[src/rtl/pc_stack_unit_pkg.sv]
// Shared definitions for the PIC16C5x program-counter / return-stack slice:
// execute-Q4 operation encodings and the PCL register-file address.
package pc_stack_unit_pkg;

    localparam logic [2:0] PC_OP_NONE   = 3'd0;
    localparam logic [2:0] PC_OP_GOTO   = 3'd1;
    localparam logic [2:0] PC_OP_CALL   = 3'd2;
    localparam logic [2:0] PC_OP_RETLW  = 3'd3;
    localparam logic [2:0] PC_OP_PCLWR  = 3'd4;

    localparam logic [7:0] PC_PCL_ADDR  = 8'h02;

    // Operations that redirect fetch and therefore must suppress the next increment.
    function automatic logic isBranchOp(input logic [2:0] op);
        logic r;
        case (op)
            PC_OP_GOTO, PC_OP_CALL, PC_OP_RETLW: r = 1'b1;
            default:                             r = 1'b0;
        endcase
        return r;
    endfunction

endpackage

[src/rtl/pc_return_stack.sv]
// Circular-shift hardware return stack: entry 0 is the top, the oldest entry
// falls off on overflow and the bottom entry is retained on pop.
module pc_return_stack #(
    parameter int WIDTH = 11,
    parameter int DEPTH = 2
) (
    input  logic             clk,
    input  logic             rst_n,
    input  logic             push,
    input  logic             pop,
    input  logic [WIDTH-1:0] din,
    output logic [WIDTH-1:0] top,
    output logic [3:0]       level,
    output logic             ovf,
    output logic             unf
);

    logic [WIDTH-1:0] entries [DEPTH];

    assign top = entries[0];

    // Entry shifting, saturating level count and sticky error flags.
    always_ff @(posedge clk) begin
        if (!rst_n) begin
            for (int i = 0; i < DEPTH; i++) begin
                entries[i] <= {WIDTH{1'b0}};
            end
            level <= 4'd0;
            ovf   <= 1'b0;
            unf   <= 1'b0;
        end else if (push) begin
            for (int i = DEPTH - 1; i >= 1; i--) begin
                entries[i] <= entries[i-1];
            end
            entries[0] <= din;
            if (level == 4'(DEPTH)) begin
                ovf <= 1'b1;
            end else begin
                level <= level + 4'd1;
            end
        end else if (pop) begin
            // The bottom entry is deliberately left in place, matching silicon.
            for (int i = 0; i < DEPTH - 1; i++) begin
                entries[i] <= entries[i+1];
            end
            if (level == 4'd0) begin
                unf <= 1'b1;
            end else begin
                level <= level - 4'd1;
            end
        end else begin
            level <= level;
        end
    end

endmodule

[src/rtl/pc_stack_unit.sv]
// Program counter with STATUS page select, goto/skip flush flags and the
// hardware return stack for the PIC16C5x core.
module pc_stack_unit
    import pc_stack_unit_pkg::*;
#(
    parameter int                PC_WIDTH     = 11,
    parameter int                STACK_DEPTH  = 2,
    parameter logic [PC_WIDTH-1:0] RESET_VECTOR = {PC_WIDTH{1'b1}},
    localparam int               PAGE_BITS    = PC_WIDTH - 9,
    localparam int               PSEL_W       = (PAGE_BITS > 0) ? PAGE_BITS : 1
) (
    input  logic                clk,
    input  logic                rst_n,
    input  logic                fe_q1,
    input  logic                ex_q1,
    input  logic [2:0]          op,
    input  logic [8:0]          ir_addr,
    input  logic [7:0]          pcl_data,
    input  logic [PSEL_W-1:0]   page_sel,
    input  logic                skip_req,
    output logic [PC_WIDTH-1:0] pc,
    output logic                goto,
    output logic                skip,
    output logic [3:0]          stack_level,
    output logic                stack_ovf,
    output logic                stack_unf
);

    logic [PC_WIDTH-1:0] gotoTarget;
    logic [PC_WIDTH-1:0] callTarget;
    logic [PC_WIDTH-1:0] pclTarget;
    logic [PC_WIDTH-1:0] stackTop;
    logic [PC_WIDTH-1:0] pcNext;
    logic                gotoNext;
    logic                skipNext;
    logic                stackPush;
    logic                stackPop;

    // CALL and PCL writes can only reach the lower half of each page (bit 8 forced low).
    if (PAGE_BITS > 0) begin : gPaged
        assign gotoTarget = {page_sel, ir_addr};
        assign callTarget = {page_sel, 1'b0, ir_addr[7:0]};
        assign pclTarget  = {page_sel, 1'b0, pcl_data};
    end else begin : gFlat
        assign gotoTarget = ir_addr;
        assign callTarget = {1'b0, ir_addr[7:0]};
        assign pclTarget  = {1'b0, pcl_data};
    end

    // Operation decode: next PC, flag set/clear and stack control.
    always_comb begin
        pcNext    = pc;
        stackPush = 1'b0;
        stackPop  = 1'b0;
        case (op)
            PC_OP_GOTO:  pcNext = gotoTarget;
            PC_OP_CALL: begin
                pcNext    = callTarget;
                stackPush = 1'b1;
            end
            PC_OP_RETLW: begin
                pcNext   = stackTop;
                stackPop = 1'b1;
            end
            PC_OP_PCLWR: pcNext = pclTarget;
            default: begin
                if (fe_q1 && !goto) begin
                    pcNext = pc + PC_WIDTH'(1);
                end else begin
                    pcNext = pc;
                end
            end
        endcase

        if (isBranchOp(op)) begin
            gotoNext = 1'b1;
        end else if (ex_q1) begin
            gotoNext = 1'b0;
        end else begin
            gotoNext = goto;
        end

        if (isBranchOp(op) || (op == PC_OP_PCLWR) || skip_req) begin
            skipNext = 1'b1;
        end else if (ex_q1) begin
            skipNext = 1'b0;
        end else begin
            skipNext = skip;
        end
    end

    // PC and flush-flag registers.
    always_ff @(posedge clk) begin
        if (!rst_n) begin
            pc   <= RESET_VECTOR;
            goto <= 1'b0;
            skip <= 1'b0;
        end else begin
            pc   <= pcNext;
            goto <= gotoNext;
            skip <= skipNext;
        end
    end

    pc_return_stack #(
        .WIDTH (PC_WIDTH),
        .DEPTH (STACK_DEPTH)
    ) uStack (
        .clk   (clk),
        .rst_n (rst_n),
        .push  (stackPush),
        .pop   (stackPop),
        .din   (pc),
        .top   (stackTop),
        .level (stack_level),
        .ovf   (stack_ovf),
        .unf   (stack_unf)
    );

endmodule

[config.mk]
export PLATFORM = sky130hd
export DESIGN_NAME = pc_stack_unit
export DESIGN_NICKNAME = d
export VERILOG_FILES = /design/src/rtl/pc_stack_unit_pkg.sv /design/src/rtl/pc_return_stack.sv /design/src/rtl/pc_stack_unit.sv
export SDC_FILE = /design/constraint.sdc
export NUM_CORES = 1
export LEC_CHECK = 0
export BUFFER_PORTS_ARGS = -buffer_cell sky130_fd_sc_hd__buf_2
export CORE_UTILIZATION = 35
export CTS_CLUSTER_DIAMETER = 50
export DETAILED_ROUTE_END_ITERATION = 8
export RECOVER_POWER = 100
export SYNTH_ARGS = -nofsm -noshare
export SYNTH_HDL_FRONTEND = slang
export SYNTH_HIERARCHICAL = 1
export SYNTH_SLANG_ARGS = --single-unit
[constraint.sdc]
create_clock -name clk -period 2.5 [get_ports clk]
set_input_delay 0.25 -clock clk [delete_from_list [all_inputs] [get_ports clk]]
set_output_delay 0.25 -clock clk [all_outputs]
set_load 0.02 [all_outputs]
==> results.json <==
{
  "outcome": "complete, but fails checks",
  "violations": "design-rule violations",
  "ys.warnings.count": 6,
  "wire_per_inst_um": 17.10,
  "synth-xor-area-share_pct": 2.927,
  "internal_power_w": 0.001122,
  "worstPathMaxFanout": 21,
  "nets": 304,
  "synthAdderAreaFrac_pct": 2.448,
  "critPathBufInv": 2,
  "crit_type": "input port to flip-flop",
  "synth_common_cells": "22 x edfxtp_1, 19 x and3_1, 19 x dfxtp_1",
  "fp-row-count": 29,
  "critPathTopFamily": "simple AND/OR/NAND/NOR gates",
  "antenna_found_initial": 0,
  "switching_share_pct": 31.48,
  "antenna_cells": 0,
  "core_area_mm2": 0.006422,
  "async_reset_ff_share_pct": 0,
  "routed_wl_um": 6001,
  "yosys.area_share.simple_pct": 20.12,
  "drt-pass1-iter-count": 9,
  "vias": 1948,
  "syn_area_mm2": 0.002351,
  "root_buffer": "clkbuf_8",
  "yosysUniqueCellTypes": 57,
  "synth_compound_area_share_pct": 20.60,
  "critical_path.startpoint_type": "input port",
  "area_growth_pct": 12.29,
  "synth_top_family_by_area": "compound AO/OA/AOI/OAI gates",
  "drive_gt1_share_pct": 15.69,
  "tightestPinTransition_ns": 1.311,
  "finalHoldViolations": 0,
  "required_ns": 2.71,
  "fin_tns_setup_ns": 0,
  "synthTopCellsByArea": "edfxtp_1 28%, dfxtp_1 16%, and3_1 5.1%",
  "cts_buffer_depth": 2,
  "synth_edf_count": 22,
  "synth_ff_type": "edfxtp_1",
  "nFillCells": 651,
  "antenna_left": 0,
  "path_cells": "clkbuf_1 -> buf_4 -> nor2_1 -> xnor2_1 -> or2_0 -> o21ai_1 -> a32oi_1",
  "cts_resized": 0,
  "die_y_um": 83.96,
  "hpwlAfterDp_um": 4158,
  "viasPerCell": 5.550,
  "synth.avg_cell_area_um2": 10.22,
  "holdBufCountCts": 0,
  "cp.arrival_ns": 2.20,
  "path_clk_slew_ns": 0.08,
  "htree_levels": 2,
  "synth_nets": 261,
  "synth.most_common_cell": "edfxtp_1",
  "grtUsageTotal_pct": 18.04,
  "powerDensity_mw_per_mm2": 620.0,
  "drcViolationCount": 6,
  "fin_worst_skew_ns": 0.007822,
  "cts_setup_buffers": 0,
  "seqPwrFrac_pct": 51.3,
  "timing.final.crit_share_pct": 79.68,
  "max_stage_delay_ns": 0.58,
  "rsz0062_at_grt": "no",
  "insertion_delay_ns": 0.30,
  "synth.yosys.seq_area_share_pct": 44.28,
  "netSwitchingPower_w": 0.0005153,
  "place.gp.congestion": 0.8495,
  "hold_path_class": "input port to flip-flop",
  "min_period_ns": 1.992,
  "peakVddDrop_mv": 0.2422,
  "synth_seq_cells": 41,
  "fp.dieW_um": 83.96,
  "ioPinCount": 46,
  "io_buffers": 45,
  "p_total_w": 0.001637,
  "cts.sinks": 41,
  "slew_headroom_pct": 12.59,
  "synth_area_leader_cell": "edfxtp_1",
  "die-area_mm2": 0.007049,
  "slowest_stage": "xnor2_1",
  "grt_overflow_total": 0,
  "setup_viol": 0,
  "cts_tree": "built",
  "timing.fmax_ghz": 0.5020,
  "synthCells": 230,
  "grt_max_degree": 35,
  "worst_setup_path_end_kind": "flip-flop",
  "start_util_pct": 36.61,
  "drtIter0Drc": 136,
  "grt_pass1_wl_um": 9804,
  "pwr-share-comb_pct": 22.9,
  "synth.mux.area_fraction_pct": 4.311,
  "clockPowerShare_pct": 25.8,
  "yosys.area.top_type_share_pct": 28.10,
  "grt_pass1_vias": 1880,
  "power.leakage_nw": 1.071,
  "slew_viol_final": 0,
  "numCtsBuffers": 5,
  "cap_violations": 0
}
==> path summary, 6_finish.rpt <==
path          startpoint  cells past startpoint          to  slack [ns]
max                op[0]                      7       pc[9]        0.51
min          pcl_data[4]                      3       pc[4]        0.17
max reg2reg        pc[0]                      6       pc[1]        0.76
min reg2reg   uStack/unf                      2  uStack/unf        0.47
==> routing by layer <==
layer / GRT usage [%] / wire (um)
met5: 0 / 0
met4: 4.232 / 47
met3: 3.956 / 303
met2: 29.36 / 2780
met1: 24.39 / 2869
==> cell type report <==
class,count,area (um^2),share of cell area (%)
clock buffers,8,80.08,3.033
inverters,5,18.77,0.7109
well taps,77,96.34,3.649
multi-input cells,170,1175,44.50
repair buffers,50,229.0,8.673
flip-flops and latches,41,1041,39.43
==> state kept, by name, summed over array words and instances (netlist names) <==
signal	flops
uStack/entries	22
uStack/level	4
uStack/unf	1
uStack/ovf	1
pc	11
goto	1
skip	1
==> placed cells by master, fill, tap and decap left out, types with 5 or more instances in the layout <==
master    netlist  layout
clkbuf_1        3      26
buf_2           5      24
edfxtp_1       22      22
and3_1         19      19
dfxtp_1        19      19
nor2_1         17      18
a21oi_1        12      12
a22o_1         11      11
nand2_1        10      10
mux2i_1         9       9
o21ai_0         5       7
nor2b_1         6       6
a31oi_1         6       6
o21ai_1         8       6
xnor2_1         4       5
inv_1           5       5
and2_1          5       5
a32oi_1         5       5
clkbuf_8        0       5
==> stage by stage <==
step / utilization [%] / setup WS [ns] / hold WS (ns) / instances / cell area [um^2]
final: 41.11 / 0.5081 / 0.1656 / 351 / 2640
after global routing: 41.11 / 0.2745 / 0.1897 / 351 / 2640
after CTS: 41.87 / 0.6947 / 0.1634 / 351 / 2689
after detailed placement: 40.62 / 0.3715 / 0.4538 / 343 / 2609
after global placement: 40.62 / 0.4967 / 0.4345 / 343 / 2609
after floorplan: - / 0.4831 / 0.3772 / 230 / 2351
==> worst min-delay path, cell delays in order <==
cell and delay, ns:
buf_2 0.08, a21oi_1 0.05, o221ai_1 0.06
==> kinds of logic after synthesis <==
kind of cell	after synthesis
AND/OR/NAND/NOR	80
AO/OA/AOI/OAI	69
flip-flops	41
buffers and inverters	19
multiplexers	10
XOR/XNOR	7
adder cells (fa/ha/maj)	4
==> power by group through the flow <==
stage	logic [W]	clock network (W)	registers (W)
final	0.000375	0.000423	0.000839
after global routing	0.000420	0.000468	0.000851
after CTS	0.000390	0.000437	0.000839
after detailed placement	0.000387	0	0.000855
after global placement	0.000385	0	0.000853
after floorplan	0.000243	0	0.000873
No activity file was read; power rests on OpenSTA's default activity.
